===== config.mk =====
export PLATFORM = sky130hd
export DESIGN_NAME = fifo_pwr_quarter_reader
export DESIGN_NICKNAME = d
export VERILOG_FILES = /design/src/rtl/fifo_pwr_quarter_reader.sv
export SDC_FILE = /design/constraint.sdc
export NUM_CORES = 1
export LEC_CHECK = 0
export BUFFER_PORTS_ARGS = -buffer_cell sky130_fd_sc_hd__buf_2
export CAP_MARGIN = 20
export CELL_PAD_IN_SITES_DETAIL_PLACEMENT = 0
export CELL_PAD_IN_SITES_GLOBAL_PLACEMENT = 1
export CORE_MARGIN = 1.5
export CORE_UTILIZATION = 45
export CTS_BUF_LIST = sky130_fd_sc_hd__clkbuf_8
export DETAILED_ROUTE_END_ITERATION = 7
export PLACE_DENSITY_LB_ADDON = 0.1
export SKIP_LAST_GASP = 1
export SYNTH_ARGS = -nofsm -noshare
export SYNTH_HDL_FRONTEND = slang
export SYNTH_SLANG_ARGS = --single-unit

===== constraint.sdc =====
create_clock -name readclk -period 2.2 [get_ports readclk]
set_input_delay 0.44 -clock readclk [delete_from_list [all_inputs] [get_ports readclk]]
set_output_delay 0.44 -clock readclk [all_outputs]
set_load 0.02 [all_outputs]

===== src/rtl/fifo_pwr_quarter_reader.sv =====
// Read-side stage of the 8->4 width-converting video FIFO: drains fixed-length lines of
// nibbles onto a pix_data/pix_de bus with HBLANK gaps. Optional macro UNDERRUN_CNT_EN adds underrun_cnt.
module fifo_pwr_quarter_reader #(
    parameter int unsigned LINE_NIBBLES = 16,
    parameter int unsigned HBLANK       = 4,
    parameter logic [3:0]  IDLE_NIBBLE  = 4'h0
) (
    input  logic        readclk,
    input  logic        reset,
    input  logic        enable,
    input  logic        clear_err,
    input  logic [3:0]  fifo_dout,
    input  logic        fifo_empty,
    input  logic        fifo_almostempty,
    output logic        fifo_readen,
    output logic [3:0]  pix_data,
    output logic        pix_de,
    output logic        line_done,
    output logic        underrun
`ifdef UNDERRUN_CNT_EN
    ,
    output logic [15:0] underrun_cnt
`endif
);

    typedef enum logic [1:0] {
        IDLE,
        PRIME,
        ACTIVE,
        GAP
    } state_t;

    localparam logic [15:0] LAST_IDX = 16'(LINE_NIBBLES - 1);
    localparam logic [15:0] GAP_LAST = 16'(HBLANK - 1);

    state_t      state;
    logic [15:0] rd_cnt;
    logic [15:0] gap_cnt;
    logic        rd_q;
    logic        last_q;
    logic        read_last;
    logic        starve;

    // A starved ACTIVE cycle is a bubble: no read, and rd_cnt holds so the line still gets every nibble.
    assign fifo_readen = (state == ACTIVE) && !fifo_empty;
    assign starve      = (state == ACTIVE) && fifo_empty;
    assign read_last   = fifo_readen && (rd_cnt == LAST_IDX);

    always_ff @(posedge readclk or posedge reset) begin
        if (reset) begin
            state   <= IDLE;
            rd_cnt  <= 16'd0;
            gap_cnt <= 16'd0;
        end else begin
            case (state)
                IDLE: begin
                    if (enable) begin
                        state <= PRIME;
                    end
                end
                PRIME: begin
                    if (!enable) begin
                        state <= IDLE;
                    end else if (!fifo_almostempty && !fifo_empty) begin
                        state  <= ACTIVE;
                        rd_cnt <= 16'd0;
                    end
                end
                ACTIVE: begin
                    if (fifo_readen) begin
                        rd_cnt <= rd_cnt + 16'd1;
                        if (read_last) begin
                            state   <= GAP;
                            gap_cnt <= 16'd0;
                        end
                    end
                end
                GAP: begin
                    if (gap_cnt == GAP_LAST) begin
                        state <= enable ? PRIME : IDLE;
                    end else begin
                        gap_cnt <= gap_cnt + 16'd1;
                    end
                end
                default: begin
                    state <= IDLE;
                end
            endcase
        end
    end

    // fifo_dout is valid the cycle after an accepted read, so rd_q aligns the strobe with the data.
    always_ff @(posedge readclk or posedge reset) begin
        if (reset) begin
            rd_q      <= 1'b0;
            last_q    <= 1'b0;
            pix_de    <= 1'b0;
            pix_data  <= IDLE_NIBBLE;
            line_done <= 1'b0;
        end else begin
            rd_q      <= fifo_readen;
            last_q    <= read_last;
            pix_de    <= rd_q;
            pix_data  <= rd_q ? fifo_dout : IDLE_NIBBLE;
            line_done <= rd_q && last_q;
        end
    end

    always_ff @(posedge readclk or posedge reset) begin
        if (reset) begin
            underrun <= 1'b0;
        end else if (starve) begin
            underrun <= 1'b1;
        end else if (clear_err) begin
            underrun <= 1'b0;
        end
    end

`ifdef UNDERRUN_CNT_EN
    // A starve coinciding with clear_err restarts the count at one rather than zero.
    always_ff @(posedge readclk or posedge reset) begin
        if (reset) begin
            underrun_cnt <= 16'd0;
        end else if (starve) begin
            if (clear_err) begin
                underrun_cnt <= 16'd1;
            end else if (underrun_cnt != 16'hFFFF) begin
                underrun_cnt <= underrun_cnt + 16'd1;
            end
        end else if (clear_err) begin
            underrun_cnt <= 16'd0;
        end
    end
`endif

endmodule


# ---- Word level (Yosys, flattened, before mapping)
# Index checks and enable logic that the tools add are counted.
dict set report totals {
  input_bits 10
  register_bits 43
  output_inout_bits 8
  wordCells 57
}
dict set report op_classes {
  muxes 19
  add_sub_neg 2
  n_eq_ne 13
  reduce_logical 14
}
# cell n
set op_table {}
lappend op_table {{16-bit 2-to-1 mux} 6}
lappend op_table {{16-bit case mux with 2 select lines} 2}
lappend op_table {{16-bit by 1-bit adder with 16-bit output (second input constant)} 2}
lappend op_table {{16-bit by 2-bit equality test with 1-bit output (second input constant)} 1}
lappend op_table {{16-bit by 4-bit equality test with 1-bit output (second input constant)} 1}
lappend op_table {{2-bit != test (second input constant)} 7}
lappend op_table {{2-bit 2-to-1 mux} 6}
lappend op_table {{2-bit case mux with 4 select lines} 1}
lappend op_table {{4-bit AND reduction} 2}
lappend op_table {{2-bit nonzero test} 3}
lappend op_table {{1-bit logical AND} 5}
lappend op_table {{5-bit AND reduction} 1}
lappend op_table {{2-bit equality test (second input constant)} 2}
lappend op_table {{4-bit 2-to-1 mux} 1}
lappend op_table {{1-bit 2-to-1 mux} 3}
lappend op_table {{3-bit != test (second input constant)} 1}
lappend op_table {{2-bit by 1-bit equality test with 1-bit output (second input constant)} 1}
lappend op_table {{1-bit logical NOT} 2}
lappend op_table {{2-bit logical NOT} 1}

# ---- Longest topological paths before layout
# Gate-level depths: netlist of the first run.
dict set report logic_depth {
  depth_word 6
  depth_mapped 6
  mapped_depth_nobuf 5
}

# ---- Worst setup path before layout of the first run
# Ideal clock, no wire load.
dict set report synth_path {
  kind {register to register}
  startpoint {reg gap_cnt[0]}
  endpoint {reg gap_cnt[2]}
  path_stages_with_launch 7
  setup_ns 0.077
  t_arrival_ns 1.517
  synth_period_minus_slack_ns 1.594
  setup_slack_ns 0.606
  n_path_buf 1
  required_ns 2.123
  cell_sequence {dfrtp_1 ha_1 nor4b_1 and4_1 clkbuf_1 or3_1 a21oi_1}
}
dict set report synth_between {
  elab_chain_len 3
  word_cells_on_any_way 6
  classes_between {add/sub: 1; eq/ne: 2; mux: 2; reduce/logical: 1}
}
# element line
set synth_rtl {}
lappend synth_rtl {{from (decl)} 38} ;# logic [15:0] gap_cnt;
lappend synth_rtl {{from (signal assigned)} 82} ;# gap_cnt <= gap_cnt + 16'd1;
lappend synth_rtl {{16-bit by 1-bit adder with 16-bit output / 16-bit by 2-bit equality test with 1-bit output (equally long branches)} {82, 79}}
lappend synth_rtl {{16-bit 2-to-1 mux / 2-bit != test (equally long branches)} n/a}
lappend synth_rtl {{16-bit case mux with 2 select lines / 4-bit AND reduction (equally long branches)} n/a}
# Several ways; a longest one is shown, not always the timed one. The select of a mux whose other input is x is not followed.
# A chain may end at the register's enable or synchronous reset.

==> results of run 1 <==
[power groups by stage]
stage	clock, mW	sequential, mW	combinational (mW)
CTS	0.747	1.30	0.721
floorplan	0	1.25	0.577
global placement	0	1.31	0.695
detailed placement	0	1.31	0.716
finish	0.735	1.31	0.712
global route	0.780	1.35	0.833
[layer usage]
layer	wire length (um)	share of wire
met2	2000	0.46
met3	183	0.043
met4	26	0.0060
met5	0	0
met1	2090	0.49
[critical path: stages (launching register included)]
cell	delay (ns)
dfrtp_1	0.52
and4bb_1	0.37
o2111ai_1	0.19
buf_4	0.22
or3_1	0.34
a21oi_1	0.15
[synthesized netlist by cell type (all sizes together) (4+ instances only)]
library cell,n,area share
nand3,8,0.021
dfrtp,43,0.50
nor2,22,0.040
and4,5,0.021
xor2,10,0.041
xnor2,7,0.029
nor4,7,0.021
buf,6,0.018
nand4,11,0.035
nor3,4,0.0094
o21ai,14,0.033
a21oi,11,0.026
and2,7,0.021
nand2,20,0.035
or3,10,0.029
[per-stage QoR]
step	util	hold WS, ns	cell area [um^2]	cells	setup slack, ns
3_5_place_dp	0.514	0.439	2280	285	0.368
3_3_place_gp	0.514	0.433	2280	285	0.420
2_1_floorplan	-	0.396	2130	218	0.606
4_1_cts	0.544	0.198	2420	293	0.359
6_report	0.544	0.179	2420	293	0.330
5_1_grt	0.544	0.221	2420	293	0.270
[state kept, by name (all words and copies together) (netlist names), named ones only]
name       flops
gap_cnt       16
rd_q           1
pix_de         1
rd_cnt        16
underrun       1
line_done      1
state          1
last_q         1
pix_data       4
[cells by family (layout without fill, tap and decap cells)]
logic type | after synthesis | count (layout) | share of synthesized area
adders and majority gates | 2 | 2 | 0.0117
muxes | 1 | 1 | 0.00470
buffers and inverters | 12 | 35 | 0.0294
DFF | 43 | 43 | 0.505
xor gates and xnor gates | 17 | 17 | 0.0699
AOI/OAI and AO/OA | 33 | 33 | 0.0887
and+or+nand+nor | 110 | 110 | 0.291
[cell type report]
cell class	instances	area (um^2)
tap	52	65.1
multi-input combinational	163	992
clock inverter	3	67.6
fill	400	2030
sequential	43	1080
timing repair buffer	24	138
inverter	3	11.3
clock buffer	5	68.8
[how the worst max path moves through the flow]
stage | start | to | slack, ns
finish | register | rd_cnt[13] | 0.33
global route | register | rd_cnt[13] | 0.27
CTS | register | rd_cnt[13] | 0.36
detailed placement | fifo_almostempty | rd_cnt[13] | 0.37
global placement | fifo_almostempty | rd_cnt[11] | 0.42
floorplan | gap_cnt[0] | gap_cnt[2] | 0.61
==> run_results.csv, run 1 <==
group,metric,value,unit
status,status,"complete, no violations",
place,io_buffers,17,
sta,rsz0062_at_grt,"no",
sta,finalSetupTns,0,ns
floorplanning,die_w,71.8,um
pwr,sw_frac_of_total,0.349,
clock_tree,worstSkewPairLatency,0.30,ns
worst_hold_path,hold_class,"in2async",
global_route,grt_pass1_vias,1671,
floorplanning,start_util,0.479,
floorplanning,core-area,4440,um^2
pwr,combPwrFrac,0.258,
finish,drive_gt1_frac,0.149,
clock_tree,clock_path_buffers,2,
clock_tree,cts-buffers-inserted,5,
sta,hold_viol_final,0,
global_route,grtUsageTotal,0.190,
logic_synthesis,synth_area,2130,um^2
clock_tree,clock-sinks,43,
floorplanning,fp.dieH,71.8,um
clock_tree,cts_setup_buffers,0,
sta,final.min_clock_period,1.87,ns
clock_tree,cts_tree,"done",
sta,final.setup_skew,0.00329,ns
clock_tree,cts-root-buf,"clkbuf_8",
global_route,busiest_layer,"met2",
global_route,grtUsageMet3,0.0478,
setup_path,worstSetupPathType,"reg2reg",
finish,area_delta_synth_final,13.5,%
setup_path,crit_path_max_fanout,11,
pwr,clock_power_share,0.267,
sta,finalSetupViolations,0,
setup_path,start_kind,"register",
clock_tree,post_cts_resized,0,
finish,final_cell_mix,"dfrtp_1 (43), nor2_1 (21), nand2_1 (20)",
detailed_routing,viasPerCell,5.74,
logic_synthesis,ys_warn_count,0,
global_route,grt_pass1_wl,7.67,mm
sta,timing.slew.headroom,0.624,
logic_synthesis,synth_edf_count,0,
pwr,p_total,2.75,mW
finish,layout_commonest_cell,"dfrtp_1",
detailed_routing,dr.pass1.iters,6,
detailed_routing,vias,1682,
logic_synthesis,synthesis.nets,230,
detailed_routing,drcViolationCount,0,
setup_path,crit_required,2.43,ns
logic_synthesis,ys_ff_latch,43,
floorplanning,num_rows,24,
pwr,vdd_drop_max,0.491,mV
place,dp_hpwl,3.08,mm
setup_path,worst_r2r_endpoint,"rd_cnt[13]",
pwr,p_leak,1.03,nW
logic_synthesis,async_reset_ff_frac,1.00,
global_route,use_met1,0.258,
logic_synthesis,syn_inst,218,
detailed_routing,ant_nets,0,
logic_synthesis,syn_area_per_cell,9.77,um^2
sta,worst_pin_slew,0.563,ns
sta,timing.fmax,535,MHz
clock_tree,cts.clk_slew.worst_paths,0.08,ns
place,place.gp.congestion,0.806,
logic_synthesis,yosysUniqueCellTypes,41,
floorplanning,die_area,5160,um^2
sta,finalCritPeriodShare,0.850,
pwr,power.switching,0.962,mW
setup_path,critPathCaptureType,"register",
detailed_routing,wl_per_cell,14.7,um
global_route,antenna_found_initial,0,
sta,drv_slew,0,
global_route,use_met2,0.294,
global_route,gr-total-overflow,0,
logic_synthesis,ys_seq_area_frac,0.505,
finish,layout.nets,252,
setup_path,r2r_slack,0.33,ns
setup_path,critPathArrivalTime,2.10,ns
setup_path,ff2ff_path_depth,5,
global_route,grt_start_max_net_pins,16,
floorplanning,io_pins,18,
detailed_routing,routed_wirelength,4.30,mm
detailed_routing,dr.first_iter.drc_count,96,
pwr,cellPowerDensity,1140,nW/um^2
logic_synthesis,ys.flop_type,"dfrtp_1",
pwr,internal_power,1.79,mW
finish,antenna_cells,0,
clock_tree,hold_buffers,0,
clock_tree,htree_levels,2,
flow_run,cap_violations,0,
pwr,pwr-share-seq,0.475,
(Power assumes the default switching activity.)
==> run 2, diff against run 1 <==
- ABC_AREA: default -> 1
- clock period: 2.2 -> 1.9 ns (I/O delays scaled with it)
==> run_results.csv, run 2 <==
group,metric,value,unit
clock_tree,worstSkewPairLatency,0.31,ns
floorplanning,die_w,77.8,um
sta,hold_viol_final,0,
pwr,vdd_drop_max,0.448,mV
setup_path,start_kind,"register",
logic_synthesis,synth-compound-area-share,0.0905,
clock_tree,clock_path_buffers,2,
place,dp_slack,0.210,ns
setup_path,critPathArrivalTime,1.37,ns
pwr,cellPowerDensity,775,nW/um^2
pwr,combPwrFrac,0.192,
clock_tree,hold_buffers,0,
sta,drv_slew,0,
sta,finalCritPeriodShare,0.922,
detailed_routing,dr.pass1.iters,4,
finish,drive_gt1_frac,0.144,
logic_synthesis,yosysUniqueCellTypes,31,
setup_path,ff2ff_path_depth,8,
setup_path,crit_slowest_cell,"dfrtp_1",
logic_synthesis,synth_edf_count,0,
pwr,internal_power,1.42,mW
pwr,sw_frac_of_total,0.343,
clock_tree,clock-sinks,43,
finish,fillerInstances,583,
global_route,antenna_found_initial,0,
sta,final.setup_skew,0.0149,ns
logic_synthesis,synthAdderAreaFrac,0.00995,
logic_synthesis,synth.area.top_cells,"dfrtp_1 (43%), nand2_1 (11%), inv_1 (7.3%)",
sta,setup_ws,0.148,ns
logic_synthesis,synth.top_cell.area_share,0.428,
sta,worst_pin_slew,0.438,ns
finish,final_cell_mix,"nand2_1 (77), inv_1 (47), dfrtp_1 (43)",
logic_synthesis,synth_most_common_cell,"nand2_1",
clock_tree,cts-root-buf,"clkbuf_8",
place,dp_hpwl,4.19,mm
global_route,grtUsageTotal,0.210,
setup_path,path_cells,"inv_1 > nand3_4 > clkinvlp_4 > buf_2",
detailed_routing,vias,2173,
setup_path,worst_r2r_endpoint,"gap_cnt[9]",
sta,rsz0062_at_grt,"no",
global_route,busiest_layer,"met2",
clock_tree,cts_setup_buffers,0,
setup_path,r2r_slack,0.23,ns
detailed_routing,viasPerCell,5.03,
global_route,use_met2,0.369,
global_route,gr-total-overflow,0,
logic_synthesis,async_reset_ff_frac,1.00,
floorplanning,start_util,0.463,
finish,antenna_cells,0,
logic_synthesis,synth_mux_area_frac,0,
logic_synthesis,synthTopCellsByCount,"nand2_1 (77), inv_1 (49), dfrtp_1 (43)",
clock_tree,cts.clk_slew.worst_paths,0.10,ns
logic_synthesis,synthesis.nets,346,
detailed_routing,ant_nets,0,
detailed_routing,wl_per_cell,13.0,um
pwr,power.switching,0.743,mW
sta,finalSetupTns,0,ns
pwr,clock_power_share,0.285,
clock_tree,cts_tree,"done",
detailed_routing,drcViolationCount,0,
pwr,p_total,2.17,mW
detailed_routing,dr.first_iter.drc_count,73,
floorplanning,die_area,6050,um^2
floorplanning,core-area,5440,um^2
global_route,use_met1,0.249,
logic_synthesis,ys.flop_type,"dfrtp_1",
sta,whs,0.0535,ns
setup_path,worstSetupPathType,"reg2out",
finish,layout.nets,371,
finish,utilization,0.514,
floorplanning,io_pins,18,
finish,layout_commonest_cell,"nand2_1",
logic_synthesis,synth_top_family_by_area,"simple AND/OR/NAND/NOR gates",
sta,timing.fmax,571,MHz
sta,final.min_clock_period,1.75,ns
setup_path,crit_path_max_fanout,7,
global_route,grtUsageMet3,0.0388,
setup_path,startpoint,"state[0]",
sta,timing.slew.headroom,0.708,
logic_synthesis,ys_ff_latch,43,
global_route,grt_pass1_wl,9.91,mm
finish,reg_top3,"gap_cnt x16, rd_cnt x16, pix_data x4",
setup_path,critPathMaxStageDelay,0.44,ns
logic_synthesis,yosys.area.top_type,"dfrtp_1",
pwr,pwr-share-seq,0.523,
place,place.gp.congestion,0.806,
finish,area_delta_synth_final,11.1,%
logic_synthesis,ys_warn_count,0,
finish,fin_cells,432,
floorplanning,fp.dieH,77.8,um
logic_synthesis,syn_inst,334,
setup_path,r2r_start,"rd_cnt[0]",
worst_hold_path,hold_class,"in2async",
global_route,grt_start_max_net_pins,26,
clock_tree,post_cts_resized,0,
logic_synthesis,synth_area,2520,um^2
place,dp.cells,424,
sta,finalSetupViolations,0,
finish,fin_area,2800,um^2
place,io_buffers,17,
global_route,grt_pass1_vias,2161,
status,status,"complete, no violations",
detailed_routing,routed_wirelength,5.63,mm
floorplanning,num_rows,27,
place,dpl-instance-area,2700,um^2
setup_path,critPathCaptureType,"primary output",
clock_tree,htree_levels,2,
logic_synthesis,synthSimpleGateAreaFrac,0.376,
clock_tree,cts-buffers-inserted,5,
setup_path,crit_required,1.52,ns
logic_synthesis,ys_seq_area_frac,0.428,
logic_synthesis,synth_xor_area_frac,0.00696,
flow_run,cap_violations,0,
pwr,p_leak,1.40,nW
logic_synthesis,syn_area_per_cell,7.53,um^2
[run 2: worst max-delay path, delay by kind of cell, from the launching register on]
kind / cells / cell delay (ns)
DFF: 1 / 0.44
buffers and inverters: 3 / 0.49
and+or+nand+nor: 1 / 0.14
[run 2: area by class of cell]
type / instances / area [um^2] / area share
repair buffers: 21 / 128 / 0.0457
inverters: 50 / 191 / 0.0685
clock inverters: 3 / 25.0 / 0.00895
multi-input cells: 238 / 1220 / 0.435
well taps: 72 / 90.1 / 0.0322
flip-flops and latches: 43 / 1080 / 0.385
clock buffers: 5 / 68.8 / 0.0246
[run 2: kinds of logic (layout without fill, tap and decap cells)]
family | count (synthesis) | in the layout
simple gates | 198 | 198
buf+inv | 53 | 79
flops | 43 | 43
compound gates | 36 | 36
fa+ha+maj | 2 | 2
xor+xnor | 2 | 2
[run 2: worst max path at each step]
stage / end / slack (ns)
after floorplan: gap_cnt[4] / 0.46
after global placement: gap_cnt[9] / 0.27
after detailed placement: gap_cnt[9] / 0.21
after CTS: fifo_readen / 0.05
after global routing: gap_cnt[11] / 0.02
final: fifo_readen / 0.15
[run 2: metal layers]
| layer | share of wire | up-vias | routed length [um] |
|---|---|---|---|
| met1 | 0.46 | 1004 | 2580 |
| met4 | 0.026 | 0 | 144 |
| met3 | 0.018 | 12 | 104 |
| met5 | 0 | - | 0 |
| li1 | - | 1139 | - |
| met2 | 0.50 | 18 | 2810 |
[run 2: power by group through the flow]
stage	Sequential, mW	Clock (mW)	Combinational (mW)
floorplan	1.13	0	0.316
global placement	1.15	0	0.418
detailed placement	1.15	0	0.421
CTS	1.13	0.640	0.421
global route	1.16	0.675	0.480
finish	1.13	0.617	0.417
